--- config.mk ---
export PLATFORM = sky130hd
export DESIGN_NAME = skipring_sched
export DESIGN_NICKNAME = d
export VERILOG_FILES = /design/src/rtl/skipring_sched.sv
export SDC_FILE = /design/constraint.sdc
export NUM_CORES = 1
export LEC_CHECK = 0
export CORE_MARGIN = 2
export CORE_UTILIZATION = 25
export CTS_CLUSTER_SIZE = 25
export DETAILED_ROUTE_END_ITERATION = 8
export MAX_ROUTING_LAYER = met4
export PLACE_DENSITY = 0.42
export SYNTH_ARGS = -nofsm -noshare
export SYNTH_HDL_FRONTEND = slang
export SYNTH_SLANG_ARGS = --single-unit
--- constraint.sdc ---
create_clock -name iCLK -period 11.34 [get_ports iCLK]
set_input_delay 2.835 -clock iCLK [delete_from_list [all_inputs] [get_ports iCLK]]
set_output_delay 2.835 -clock iCLK [all_outputs]
set_load 0.05 [all_outputs]
--- src/rtl/skipring_sched.sv ---
// Pattern scheduler for one skipring: plays a table of MASK patterns, each held
// for a programmable number of ring revolutions, with one-shot or looped playback.
//
// state | meaning
// IDLE  | ring disabled, waiting for START
// LOAD  | ring RST asserted for one cycle, first entry fetched
// RUN   | ring enabled, stepping entries on revolution boundaries
module skipring_sched #(
  parameter int             LEN    = 16,
  parameter int             AW     = 3,
  parameter int             RW     = 8,
  parameter logic [LEN-1:0] defSEL = LEN'(1)
) (
  input  logic           iCLK,
  input  logic           nRST,
  input  logic           START,
  input  logic           STOP,
  input  logic           LOOP,
  input  logic [AW:0]    NUM,
  input  logic           WR_EN,
  input  logic [AW-1:0]  WR_ADDR,
  input  logic [LEN-1:0] WR_MASK,
  input  logic [RW-1:0]  WR_REPS,
  input  logic           B0,
  output logic           E,
  output logic           LOAD,
  output logic [LEN-1:0] rSEL,
  output logic [LEN-1:0] MASK,
  output logic [AW-1:0]  IDX,
  output logic           BUSY,
  output logic           DONE
);

  localparam int DEPTH = 2**AW;

  typedef enum logic [1:0] {S_IDLE, S_LOAD, S_RUN} state_t;

  state_t         state_q;
  logic [LEN-1:0] mask_mem [DEPTH];
  logic [RW-1:0]  reps_mem [DEPTH];

  logic [RW-1:0]  rep_q;
  logic           b0_q;
  logic           stop_pend_q;
  logic           loop_q;
  logic [AW:0]    num_q;
  logic           e_q, load_q, busy_q, done_q;
  logic [LEN-1:0] mask_q;
  logic [AW-1:0]  idx_q;

  logic           wrap;
  logic [RW-1:0]  reps_cur;
  logic [RW-1:0]  rep_last;
  logic [AW-1:0]  idx_nxt;
  logic           last_entry;
  logic [AW:0]    num_d;

  always_ff @(posedge iCLK) begin
    if (WR_EN) begin
      mask_mem[WR_ADDR] <= WR_MASK;
      reps_mem[WR_ADDR] <= WR_REPS;
    end
  end

  // b0_q is forced high through LOAD so the start position is not a wrap
  assign wrap       = B0 & ~b0_q;
  assign reps_cur   = reps_mem[idx_q];
  assign rep_last   = (reps_cur == '0) ? '0 : reps_cur - RW'(1);
  assign idx_nxt    = idx_q + AW'(1);
  assign last_entry = ({1'b0, idx_q} == (num_q - (AW+1)'(1)));
  assign num_d      = (NUM > (AW+1)'(DEPTH)) ? (AW+1)'(DEPTH) : NUM;

  always_ff @(posedge iCLK or negedge nRST) begin
    if (!nRST) begin
      state_q     <= S_IDLE;
      rep_q       <= '0;
      b0_q        <= 1'b0;
      stop_pend_q <= 1'b0;
      loop_q      <= 1'b0;
      num_q       <= '0;
      e_q         <= 1'b0;
      load_q      <= 1'b0;
      busy_q      <= 1'b0;
      done_q      <= 1'b0;
      mask_q      <= '0;
      idx_q       <= '0;
    end else begin
      done_q <= 1'b0;
      b0_q   <= B0;
      case (state_q)
        S_IDLE: begin
          stop_pend_q <= 1'b0;
          if (START) begin
            if (NUM == '0) begin
              done_q <= 1'b1;
            end else begin
              state_q <= S_LOAD;
              load_q  <= 1'b1;
              busy_q  <= 1'b1;
              num_q   <= num_d;
              loop_q  <= LOOP;
            end
          end
        end
        S_LOAD: begin
          b0_q        <= 1'b1;
          load_q      <= 1'b0;
          e_q         <= 1'b1;
          mask_q      <= mask_mem[0];
          idx_q       <= '0;
          rep_q       <= '0;
          stop_pend_q <= STOP;
          state_q     <= S_RUN;
        end
        S_RUN: begin
          if (wrap) begin
            if (stop_pend_q) begin
              state_q     <= S_IDLE;
              e_q         <= 1'b0;
              busy_q      <= 1'b0;
              done_q      <= 1'b1;
              stop_pend_q <= 1'b0;
            end else if (rep_q < rep_last) begin
              rep_q       <= rep_q + RW'(1);
              stop_pend_q <= STOP;
            end else begin
              rep_q       <= '0;
              stop_pend_q <= STOP;
              if (!last_entry) begin
                idx_q  <= idx_nxt;
                mask_q <= mask_mem[idx_nxt];
              end else if (loop_q) begin
                idx_q  <= '0;
                mask_q <= mask_mem[0];
              end else begin
                state_q     <= S_IDLE;
                e_q         <= 1'b0;
                busy_q      <= 1'b0;
                done_q      <= 1'b1;
                stop_pend_q <= 1'b0;
              end
            end
          end else if (STOP) begin
            stop_pend_q <= 1'b1;
          end
        end
        default: state_q <= S_IDLE;
      endcase
    end
  end

  assign E    = e_q;
  assign LOAD = load_q;
  assign rSEL = defSEL;
  assign MASK = mask_q;
  assign IDX  = idx_q;
  assign BUSY = busy_q;
  assign DONE = done_q;

endmodule

# Word-level counts from Yosys, hierarchy flattened

Memories as Yosys holds them, arrays and structs flattened.
Index checks and enable logic that the tools add are counted.

Logic and storage cells: 105
Output and inout bits: 39
Memories: 2
Input bits: 38
Memory bits (writable): 192
Register bits: 40

Reduce and logical (&&, ||, !) cells: 15
Mux-type cells: 54
Bitwise logic cells: 3
Equal/unequal tests: 13
$lt $le $gt $ge: 2
Add/subtract/negate cells: 4

Memories:

| name     | depth | bits a word | rd ports | clocked after Yosys merged registers in | wr ports | line | source |
|---|---|---|---|---|---|---|---|
| mask_mem | 8     | 16          | 2        | 0                                       | 1        | 39   | `logic [LEN-1:0] mask_mem [DEPTH];` |
| reps_mem | 8     | 8           | 1        | 0                                       | 1        | 40   | `logic [RW-1:0] reps_mem [DEPTH];` |

Operators with widths:

| kind                | number |
|---|---|
| $mux 16             | 5 |
| $mux 8              | 4 |
| $pmux 16 s2         | 1 |
| $mux 1              | 23 |
| $pmux 8 s2          | 1 |
| $mux 3              | 5 |
| $ne 3x3->1 const B  | 5 |
| $mux 2              | 7 |
| $ne 2x2->1 const B  | 5 |
| $reduce_and 5->1    | 2 |
| $reduce_and 3->1    | 3 |
| $add 8x1->8 const B | 1 |
| $logic_not 8->1     | 1 |
| $lt 8x8->1          | 1 |
| $pmux 1 s2          | 4 |
| $sub 8x1->8 const B | 1 |
| $reduce_and 7->1    | 1 |
| $pmux 2 s3          | 1 |
| $pmux 3 s2          | 1 |
| $reduce_and 6->1    | 1 |
| $reduce_bool 2->1   | 3 |
| $eq 3x4->1          | 1 |
| $gt 4x4->1 const B  | 1 |
| $logic_not 4->1     | 1 |
| other kinds (11)    | 12 |

# Longest topological paths before layout

Gate-level depths: netlist of the first run.
An unclocked memory read counts as a cell.

Word-level depth: 8
Depth in mapped cells: 20
Gate-level depth less buffers: 15

# Worst setup path before layout of the first run

Ideal clock, no wire load.

Path type: reg-to-reg
Start point: register idx_q[0], in the netlist IDX[0]
End point: register idx_q[1], in the netlist IDX[1]
Setup slack: 6215 ps
Library setup time: 125 ps
Required time: 11215 ps
Path buffers: 5
Stages on the path, launching flop included: 20
Arrival time: 5000 ps
Path through: dfrtp_1 > buf_6 > buf_6 > buf_1 > mux4_2 > mux2i_1 > ha_1 > o21ai_0 > or3_1 > nand2_1 > ha_1 > a21o_1 > a21o_1 > a211oi_1 > o311ai_4 > nand3b_1 > a21o_1 > buf_6 > buf_12 > mux2_4

Longest elaborated chain between the ends: 6
Elaborated cells between the ends (all ways): 15
Classes of those cells: add/sub (2); order compare (1); eq/ne (3); mux (6); reduce/logical (2); memory (1)

Ends and longest elaborated chain:

| element                                                                | line     | source |
|---|---|---|
| start, declared                                                        | 49       | `logic [AW-1:0] idx_q;` |
| start signal, assigned                                                 | 130      | `idx_q <= idx_nxt;` |
| $mem_v2 8x8 (tied with other cells)                                    | --       |  |
| $sub 8x1->8 (tied with other cells)                                    | 68       | `assign rep_last = (reps_cur == '0) ? '0 : reps_cur - RW'(1);` |
| $mux 8 / $mux 3 (equally long branches)                                | 68, 123  |  |
| $lt 8x8->1 / $mux 3 (equally long branches)                            | 123, 117 |  |
| $ne 2x2->1 (no source line) / $mux 3 (equally long branches)           | --       |  |
| $reduce_and 5->1 (no source line) / $pmux 3 s2 (equally long branches) | --       |  |

Several ways; a longest one is shown, not always the timed one. The select of a mux whose other input is x is not followed.
A chain may end at the register's enable or synchronous reset.

# Worst setup path after layout of the first run

Start point: register idx_q[1], in the netlist IDX[1]
End point: output IDX[1]

RTL lines:

| element       | line | source |
|---|---|---|
| end, declared | 29   | `output logic [AW-1:0] IDX,` |

No word-level cell between the ends.

==> out/results.ini, run 1 <==
[timing]
max_freq_ghz=0.187
slew_headroom_pct=26.7
finalSetupTns_ns=0
setup_viol=0
period_minus_slack_ns=5.35
fin_crit_sh_pct=47.2
slew_violations=0
worstMarginPinSlew_ns=1.10
finClkSkew_ns=0.0116
finalHoldViolCount=0
rsz0062_at_grt=no

[global_route]
grt_antenna_before_repair=1
grt_use_met3_pct=2.23
use_met1_pct=14.8
grt_pass1_wl_mm=33.6
grt-busiest-layer=met2
grt_use_total_pct=11.1
grt_pass1_vias=5482
grt_max_degree=41
grt_util_met2_pct=17.3
globalRouteOverflowTotal=0

[finish]
syn_to_final_growth_pct=21.7
drive_above_1_share_pct=22.1
fin_util_pct=31.0
nets=697
n_fill_cell=3781

[worst_setup_path]
critPathBufInv=1
path_delay_family=flip-flops
critical_path.startpoint=IDX[1]$_DFFE_PN0P_
worstPathMaxFanout=22
cp-end-kind=output pin
rr_startpoint=IDX[1]$_DFFE_PN0P_
cp_data_arrival_time_ns=2.52
slowest_delay_ns=1.00
reg2reg_slack_ns=6.01
worstPathRequired_ns=8.51
worstRegToRegCells=14
crit_slowest_cell=dfrtp_1
r2r_end=rep_q[7]$_DFFE_PN0P_
start_kind=register
worstPathCellList=clkdlybuf4s50_1
path_class=register to output pin

[detailed_routing]
totalWireLength_mm=21.9
first_pass_iters=4
ant_nets=0
viasPerCell=4.31
remaining_drc_errors=0
drtIter0Drc=312
vias=5103
wl_per_cell_microns=18.5

[die]
die_w_microns=203
ioPinCount=77
rows=72
start_util_pct=25.5
die_h_microns=203
core_area_sq_um=38800
die-area_sq_um=41200

[yosys]
synthAdderAreaFrac_pct=2.02
post_synth.cell_area_avg_sq_um=17.5
synth_area_leader_cell=edfxtp_1
yosys_warnings=0
ys_top_cells_by_area=edfxtp_1 (58%), dfrtp_1 (10%), mux4_2 (9.6%)
synth_seq_cells=232
syn_inst=565
synth_edf_count=192
yosys.area_share.simple_pct=4.79
synth_ff_type=edfxtp_1
synth_top_area_share_pct=58.2
synth_top_family_by_area=multiplexers
synth_xor_area_share_pct=0.619
ys_types=58
synth_area_sq_um=9900
synth-compound-area-share_pct=4.70
async_flop_share_pct=17.2
seq_area_frac_synth_pct=68.3
muxShareOfSynthArea_pct=16.5

[clock_tree]
cts_tree=done
cts_resized=0
numCtsBuffers=27
clkTransAtPathRegs_ns=0.06
clock_sinks=232
cts-root-buf=clkbuf_16
clock_latency_ns=0.54
clockBufferDepth=3
post_cts_buffers=0
hold_buffers=0
cts_max_level=1

[placement]
port_buffers=60
place_congestion=0.742
dp_hpwl_mm=12.6

[min_path]
hp-class=register to register
holdCritStartpoint=MASK[7]$_DFFE_PN0P_
whs_path_depth=1
min_to=MASK[7]$_DFFE_PN0P_

[power]
max-vdd-ir-drop_uv=98.1
leakage_nw=4.12
power_density_nw_per_um2=203

[flow_run]
max_cap_viol_count=0

[run_status]
status=finished, final reports clean

[cells by family after synthesis]
family / after synthesis
other: 2
flip-flops: 232
AO/OA/AOI/OAI: 70
AND/OR/NAND/NOR: 92
buffers and inverters: 51
multiplexers: 95
adder cells (fa/ha/maj): 16
XOR/XNOR: 7
[through the flow]
step	cell area [sq um]	hold slack [ns]	power, mW	cells	setup WS (ns)
after floorplan	9950	0.459	1.40	579	6.21
after global placement	11100	0.481	1.54	1132	6.04
after detailed placement	11100	0.494	1.55	1132	5.96
after CTS	12000	0.507	2.48	1182	5.90
after global routing	12000	0.524	2.55	1183	5.49
final	12000	0.503	2.44	1183	5.99
[worst max path at each step]
stage	cells past startpoint	end	slack [ns]
after global placement	7	MASK[7]$_DFFE_PN0P_	6.04
after CTS	1	IDX[1]	5.90
final	1	IDX[1]	5.99
after global routing	14	rep_q[7]$_DFFE_PN0P_	5.49
after floorplan	19	IDX[1]$_DFFE_PN0P_	6.21
after detailed placement	14	rep_q[7]$_DFFE_PN0P_	5.96
[metal layers]
metal	part of all wire, %	wire, microns	up-vias
met5	0	0	-
met4	1.6	355	0
met3	4.8	1040	28
met2	46	10100	104
met1	47	10300	2617
li1	-	-	2354
[power breakdown]
part	total, mW	internal [mW]	switching (mW)	leakage, nW
sequential	1.04	0.998	0.0407	2.24
clock	0.918	0.571	0.347	0.469
combinational	0.487	0.191	0.297	1.41
[flip-flops by register name, indices dropped and copies added, names as in the netlist]
signal and cells:
MASK 16, IDX 3, rep_q 8, reps_mem 64
E 1, state_q 2, b0_q 1, DONE 1
BUSY 1, mask_mem 128, stop_pend_q 1, LOAD 1
num_q 4, loop_q 1
[cell type report]
type                       instances  area [sq um]  share of cell area [%]
sequential                       232          6770                    56.2
multi-input combinational        296          2940                    24.4
clock buffer                      33           728                    6.05
timing repair buffer              72           686                    5.69
tap                              518           648                    5.38
clock inverter                    17           221                    1.84
inverter                          14          52.6                   0.436
antenna                            1          2.50                  0.0208
[cell usage in the layout (no fill, tap or decap), types with 3 or more instances in the layout]
cell             instances
edfxtp_1               192
clkdlybuf4s50_1         59
mux4_2                  42
dfrtp_1                 39
nand2_1                 31
o21ai_0                 28
clkbuf_16               27
mux2i_1                 21
conb_1                  16
mux2_2                  15
ha_1                    15
inv_1                   14
buf_4                   12
mux2_4                  10
nand2b_1                 9
nor2_1                   9
a21oi_1                  9
and3_1                   6
clkinv_2                 6
a21o_1                   5
a31oi_1                  5
bufinv_16                5
mux4_1                   4
a22o_1                   4
xor2_1                   4
nand3_1                  4
nor2_2                   4
nand3b_1                 4
or2_2                    3
o21a_1                   3
nor3_1                   3
nor4_1                   3
inv_6                    3
clkbuf_1                 3
clkbuf_8                 3
[worst reg2reg max path: cells and delay by family, from the launching register on]
family | cells | cell delay [ns]
compound gates | 8 | 2.44
simple gates | 2 | 0.58
flops | 1 | 1.00
fa+ha+maj | 2 | 0.49
mux | 2 | 0.72
[synthesized netlist by cell type (3+ instances only)]
library cell  count
buf_4            16
nand2_1          31
a21oi_1           9
buf_6             3
a21o_1            5
nor3_1            5
nand2b_1          9
ha_1             16
mux2_4           10
a31oi_1           5
clkbuf_1         12
o21ai_0          28
and3_1            6
mux4_2           42
edfxtp_1        192
a22o_1            4
nor2_1           15
mux2_2           15
buf_2             4
inv_1            14
xor2_1            5
or2_2             3
nand3b_1          4
mux4_1            4
nand3_1           4
nor4_1            3
dfrtp_1          40
o21a_1            3
mux2i_1          21
No activity file was read; power rests on OpenSTA's default activity.
==> inputs of run 2 (changes only) <==
clock period = 5.5 ns   (was 11.34 ns; I/O delays follow)
==> run 2 against run 1 <==
Effect of this change:
- utilization is 0.15 points higher
- die area unchanged
- total power is 110% higher
- wire length rose by 2.5%
- global-route usage up 0.27 points
- sequential share of layout area is 0.27 points lower
- final cell count rose by 0.17%
- final area up 0.48%
- worst hold slack improved by 0.0067 ns
- largest cell class unchanged
- largest power group unchanged
- highest routed layer unchanged
==> out/results.ini, run 2 (synthesis results as in run 1) <==
[worst_setup_path]
path_depth=15  ; +14
path_common_cell=a21o_1
worstPathMaxFanout=23  ; +4.5%
worstRegToRegCells=15  ; +1
cp-end-kind=register
critical_path.startpoint=IDX[0]$_DFFE_PN0P_
r2r_end=MASK[4]$_DFFE_PN0P_
critPathBufInv=1  ; unchanged
reg2reg_slack_ns=0.59  ; -5.42 ns
path_delay_family=compound AO/OA/AOI/OAI gates
worstSetupEndpoint=MASK[4]$_DFFE_PN0P_
slowest_delay_ns=0.69  ; -0.31 ns
cp_data_arrival_time_ns=5.33  ; +2.81 ns
path_class=register to register
rr_startpoint=IDX[0]$_DFFE_PN0P_
worstPathCellList=mux4_2, mux2i_1, ha_1, o21ai_0, or3_1, nand2_1, ha_1, a21o_1, a21o_1, a211oi_1, o311ai_4, nand3b_1, a21o_1, buf_4, mux2_2
crit_slowest_cell=dfrtp_4
start_kind=register
worstPathRequired_ns=5.92  ; -2.59 ns

[finish]
drive_above_1_share_pct=22.3  ; +0.20 points
num_antenna_cells=0  ; -1
largest_register=mask_mem
syn_to_final_growth_pct=22.2
seq_area_sq_um=6770  ; unchanged
multi_input_area_sq_um=2940  ; unchanged
finalInstanceArea_sq_um=12100  ; +0.48%
largest_reg_flops=128  ; unchanged
final_common_cell=edfxtp_1
nets=700  ; +0.43%
layout_common_cells=edfxtp_1 (192), clkdlybuf4s50_1 (59), mux4_2 (42), dfrtp_1 (39), nand2_1 (31)
n_fill_cell=3736  ; -1.2%

[global_route]
grt_pass1_vias=5579  ; +1.8%
grt_max_degree=41  ; unchanged
globalRouteOverflowTotal=0  ; unchanged
grt_pass1_wl_mm=34.4  ; +2.2%
grt_use_total_pct=11.4  ; +0.27 points
grt_antenna_before_repair=0  ; -1

[detailed_routing]
wl_per_cell_microns=18.9  ; +2.3%
ant_nets=0  ; unchanged
viasPerCell=4.34  ; +0.59%
remaining_drc_errors=0  ; unchanged
first_pass_iters=4  ; unchanged
vias=5142  ; +0.76%
totalWireLength_mm=22.4  ; +2.5%
drtIter0Drc=326  ; +4.5%

[clock_tree]
clkTransAtPathRegs_ns=0.06  ; about the same
clock_sinks=232  ; unchanged
hold_buffers=0  ; unchanged
cts-root-buf=clkbuf_16
cts_resized=0  ; unchanged
cts_tree=done
numCtsBuffers=27  ; unchanged
cts_max_level=1  ; unchanged
clockBufferDepth=3  ; unchanged
clock_latency_ns=0.55  ; about the same
post_cts_buffers=0  ; unchanged

[timing]
period_minus_slack_ns=4.91
slew_violations=0  ; unchanged
finalSetupTns_ns=0  ; unchanged
finClkSkew_ns=0.0229  ; +0.0112 ns
rsz0062_at_grt=no
setup_viol=0  ; unchanged
fin_crit_sh_pct=89.3
max_freq_ghz=0.204
slew_headroom_pct=31.8  ; +5.2 points
worstMarginPinSlew_ns=1.02  ; -0.0773 ns
finalHoldViolCount=0  ; unchanged

[placement]
port_buffers=60  ; unchanged
dp_hpwl_mm=13.2  ; +4.7%
dpl_cell_area_sq_um=11200  ; +0.54%
place_congestion=0.729  ; -1.7%

[die]
rows=72  ; unchanged
die_w_microns=203  ; unchanged
die-area_sq_um=41200  ; unchanged
start_util_pct=25.5  ; unchanged
ioPinCount=77  ; unchanged
die_h_microns=203  ; unchanged
core_area_sq_um=38800  ; unchanged

[run_status]
status=finished, final reports clean

[min_path]
hp-class=register to register

[power]
leakage_nw=4.15  ; +0.63%
power_density_nw_per_um2=417  ; +110%
max-vdd-ir-drop_uv=240  ; +140%

[flow_run]
max_cap_viol_count=0  ; unchanged

[run 2: cell types whose count changed in the layout (fill, tap and decap cells not counted), moves of 2 or more]
cell and delta:
clkinv_4 +2, clkbuf_1 +3, clkinv_1 -2, buf_12 +3
inv_6 -3, clkbuf_8 +2
[run 2: per-layer routing]
layer,vias to the layer above,wire length (microns),GRT usage (%)
li1,2359,-,-
met1,2648,10200,14.4
met2,105,11000,19.0
met3,30,901,1.83
met4,0,378,2.87
met5,-,0,-
[run 2: power breakdown]
part	internal, mW	switching, mW	total, mW	leakage (nW)
sequential	2.06	0.0870	2.14	2.24
combinational	0.396	0.620	1.02	1.43
clock	1.16	0.718	1.88	0.470
total	3.62	1.43	5.04	4.15
[run 2: stage by stage]
step                utilization, %  power, mW  hold WS, ns  instances  setup slack [ns]
floorplan                        -       2.88        0.459        579             0.375
detailed placement            28.7       3.21        0.495       1135             0.584
CTS                           31.2       5.12        0.516       1185             0.558
global placement              28.7       3.20        0.483       1135             0.672
global route                  31.2       5.27        0.538       1185             0.296
finish                        31.2       5.04        0.510       1185             0.587
[run 2: how the worst min path moves through the flow]
stage | from | slack [ns] | cells after the start | endpoint
after floorplan | rep_q[7]$_DFFE_PN0P_ | 0.46 | 1 | rep_q[7]$_DFFE_PN0P_
after global placement | E$_DFFE_PN0P_ | 0.48 | 1 | E$_DFFE_PN0P_
after detailed placement | MASK[14]$_DFFE_PN0P_ | 0.49 | 1 | MASK[14]$_DFFE_PN0P_
after CTS | rep_q[7]$_DFFE_PN0P_ | 0.52 | 1 | rep_q[7]$_DFFE_PN0P_
after global routing | MASK[9]$_DFFE_PN0P_ | 0.54 | 1 | MASK[9]$_DFFE_PN0P_
final | rep_q[7]$_DFFE_PN0P_ | 0.51 | 1 | rep_q[7]$_DFFE_PN0P_
[run 2: layout make-up]
| cell class | count | area share, % |
|---|---|---|
| Sequential cell | 232 | 55.9 |
| Multi-Input combinational cell | 296 | 24.3 |
| Clock buffer | 38 | 6.34 |
| Timing Repair Buffer | 75 | 6.16 |
| Tap cell | 518 | 5.36 |
| Clock inverter | 12 | 1.51 |
| Inverter | 14 | 0.434 |
==> inputs of run 3 (changes only) <==
CORE_ASPECT_RATIO = 0.7   (was default)
CORE_UTILIZATION = 29   (was 25)
PLACE_DENSITY = 0.46   (was 0.42)
==> run 3 against run 2 <==
Effect of this change:
- sequential power is essentially flat
- critical endpoint is now MASK[6]$_DFFE_PN0P_
- wire length shrank 1.5%
- clock skew shrank 0.010 ns
- clock-buffer cell count shrank 5
- register-to-register slack lost 0.10 ns
- first-iteration DRC count shrank 8.0%
- maximum frequency shrank 2.1%
- flip-flop and latch count is the same
- die area shrank 13%
- sequential share of layout area grew 1.4 points
- total power shrank 5.1%
==> out/results.ini, run 3 (synthesis results as in run 1) <==
[global_route]
grt_pass1_vias=5384  ; -3.5%
grt_pass1_wl_mm=33.3  ; -3.1%
globalRouteOverflowTotal=0  ; unchanged
grt_antenna_before_repair=0  ; unchanged
grt_use_total_pct=13.0  ; +1.6 points
grt_max_degree=41  ; unchanged

[placement]
dp_hpwl_mm=13.4  ; +1.3%
dp_cells=1054  ; -7.1%
port_buffers=60  ; unchanged
place_congestion=0.776  ; +6.4%

[timing]
slew_headroom_pct=29.0  ; -2.8 points
hold_slack_ns=0.512  ; +0.00198 ns
setup_viol=0  ; unchanged
rsz0062_at_grt=no
fin_crit_sh_pct=91.2  ; +1.9 points
finClkSkew_ns=0.0129  ; -0.00997 ns
finalSetupTns_ns=0  ; unchanged
worstMarginPinSlew_ns=1.06  ; +0.0449 ns
period_minus_slack_ns=5.02  ; +0.104 ns
finalHoldViolCount=0  ; unchanged
slew_violations=0  ; unchanged
max_freq_ghz=0.199  ; -2.1%

[clock_tree]
clockBufferDepth=3  ; unchanged
cts_max_level=1  ; unchanged
cts_tree=done
cts-root-buf=clkbuf_16
post_cts_buffers=0  ; unchanged
hold_buffers=0  ; unchanged
numCtsBuffers=25  ; -7.4%
clock_latency_ns=0.52  ; -0.03 ns
clkTransAtPathRegs_ns=0.06  ; about the same
clock_sinks=232  ; unchanged
cts_resized=0  ; unchanged

[flow_run]
max_cap_viol_count=0  ; unchanged

[power]
power_density_nw_per_um2=405  ; -2.7%
max-vdd-ir-drop_uv=210  ; -12%
leakage_nw=4.07  ; -1.8%

[detailed_routing]
ant_nets=0  ; unchanged
vias=5170  ; +0.54%
first_pass_iters=4  ; unchanged
totalWireLength_mm=22.1  ; -1.5%
remaining_drc_errors=0  ; unchanged
wl_per_cell_microns=20.1  ; +6.2%
drtIter0Drc=300  ; -8.0%
viasPerCell=4.70  ; +8.4%

[die]
rows=56  ; -22%
start_util_pct=29.5  ; +4.0 points
core_area_sq_um=33600  ; -14%
die_w_microns=225  ; +11%
ioPinCount=77  ; unchanged
die_h_microns=159  ; -22%
die-area_sq_um=35700  ; -13%

[finish]
seq_area_sq_um=6770  ; unchanged
largest_register=mask_mem
fin_cells=1099  ; -7.3%
fin_util_pct=35.2  ; +4.0 points
n_fill_cell=3131  ; -16%
multi_input_area_sq_um=2930  ; -0.34%
num_antenna_cells=0  ; unchanged
layout_common_cells=edfxtp_1 (192), clkdlybuf4s50_1 (59), mux4_2 (42), dfrtp_1 (39), nand2_1 (31)
largest_reg_flops=128  ; unchanged
final_common_cell=edfxtp_1
nets=700  ; unchanged
syn_to_final_growth_pct=19.3
drive_above_1_share_pct=21.5  ; -0.80 points

[run_status]
status=finished, final reports clean

[worst_setup_path]
worstPathMaxFanout=23  ; unchanged
crit_slowest_cell=dfrtp_4
cp_data_arrival_time_ns=5.41  ; +0.08 ns
worstPathRequired_ns=5.90  ; -0.02 ns
critPathBufInv=1  ; unchanged
path_class=register to register
path_depth=15  ; unchanged
slowest_delay_ns=0.68  ; about the same
worstPathCellList=mux4_2, mux2i_1, ha_1, o21ai_0, or3_1, nand2_1, ha_1, a21o_1, a21o_1, a211oi_1, o311ai_4, nand3b_1, a21o_1, buf_4, mux2_2
cp-end-kind=register
start_kind=register
path_common_cell=a21o_1
worstRegToRegCells=15  ; unchanged
path_delay_family=compound AO/OA/AOI/OAI gates

[min_path]
hp-class=register to register
whs_path_depth=1  ; unchanged

run 3: worst reg2reg max path, cell delays in order (launching register included):
cell	delay, ns
dfrtp_4	0.68
mux4_2	0.56
mux2i_1	0.27
ha_1	0.24
o21ai_0	0.27
or3_1	0.53
nand2_1	0.10
ha_1	0.24
a21o_1	0.16
a21o_1	0.20
a211oi_1	0.48
o311ai_4	0.20
nand3b_1	0.13
a21o_1	0.12
buf_4	0.33
mux2_2	0.39
run 3: path summary, 6_finish.rpt:
kind | startpoint | endpoint | slack [ns]
max | IDX[0]$_DFFE_PN0P_ | MASK[6]$_DFFE_PN0P_ | 0.48
min | rep_q[7]$_DFFE_PN0P_ | rep_q[7]$_DFFE_PN0P_ | 0.51
max reg2reg | IDX[0]$_DFFE_PN0P_ | MASK[6]$_DFFE_PN0P_ | 0.48
min reg2reg | rep_q[7]$_DFFE_PN0P_ | rep_q[7]$_DFFE_PN0P_ | 0.51
max in group asynchronous | nRST | IDX[0]$_DFFE_PN0P_ | 3.67
min in group asynchronous | nRST | state_q[0]$_DFFE_PN0P_ | 1.05
run 3: stage by stage:
step	instance area [sq um]	total power [mW]	worst slack [ns]
after floorplan	9950	2.88	0.375
after global placement	11000	3.18	0.668
after detailed placement	11000	3.20	0.508
after CTS	11800	4.86	0.467
after global routing	11800	5.00	0.102
final	11800	4.79	0.483
run 3: layout make-up:
cell class	instances	area share, %
clock buffers	33	5.81
clock inverters	12	0.890
inverters	14	0.445
multi-input cells	296	24.8
flip-flops and latches	232	57.3
well taps	435	4.61
repair buffers	77	6.12
run 3: power breakdown:
group | internal (mW) | total, mW | switching (mW) | leakage (nW)
clock network | 0.965 | 1.63 | 0.666 | 0.394
registers | 2.06 | 2.15 | 0.0915 | 2.24
logic | 0.399 | 1.01 | 0.607 | 1.44
run 3: routing by layer:
metal / wire length (microns) / GRT usage, % / vias to the layer above
li1: - / - / 2351
met1: 11000 / 18.3 / 2676
met2: 9880 / 19.8 / 110
met3: 780 / 2.09 / 33
met4: 365 / 2.93 / 0
met5: 0 / - / -
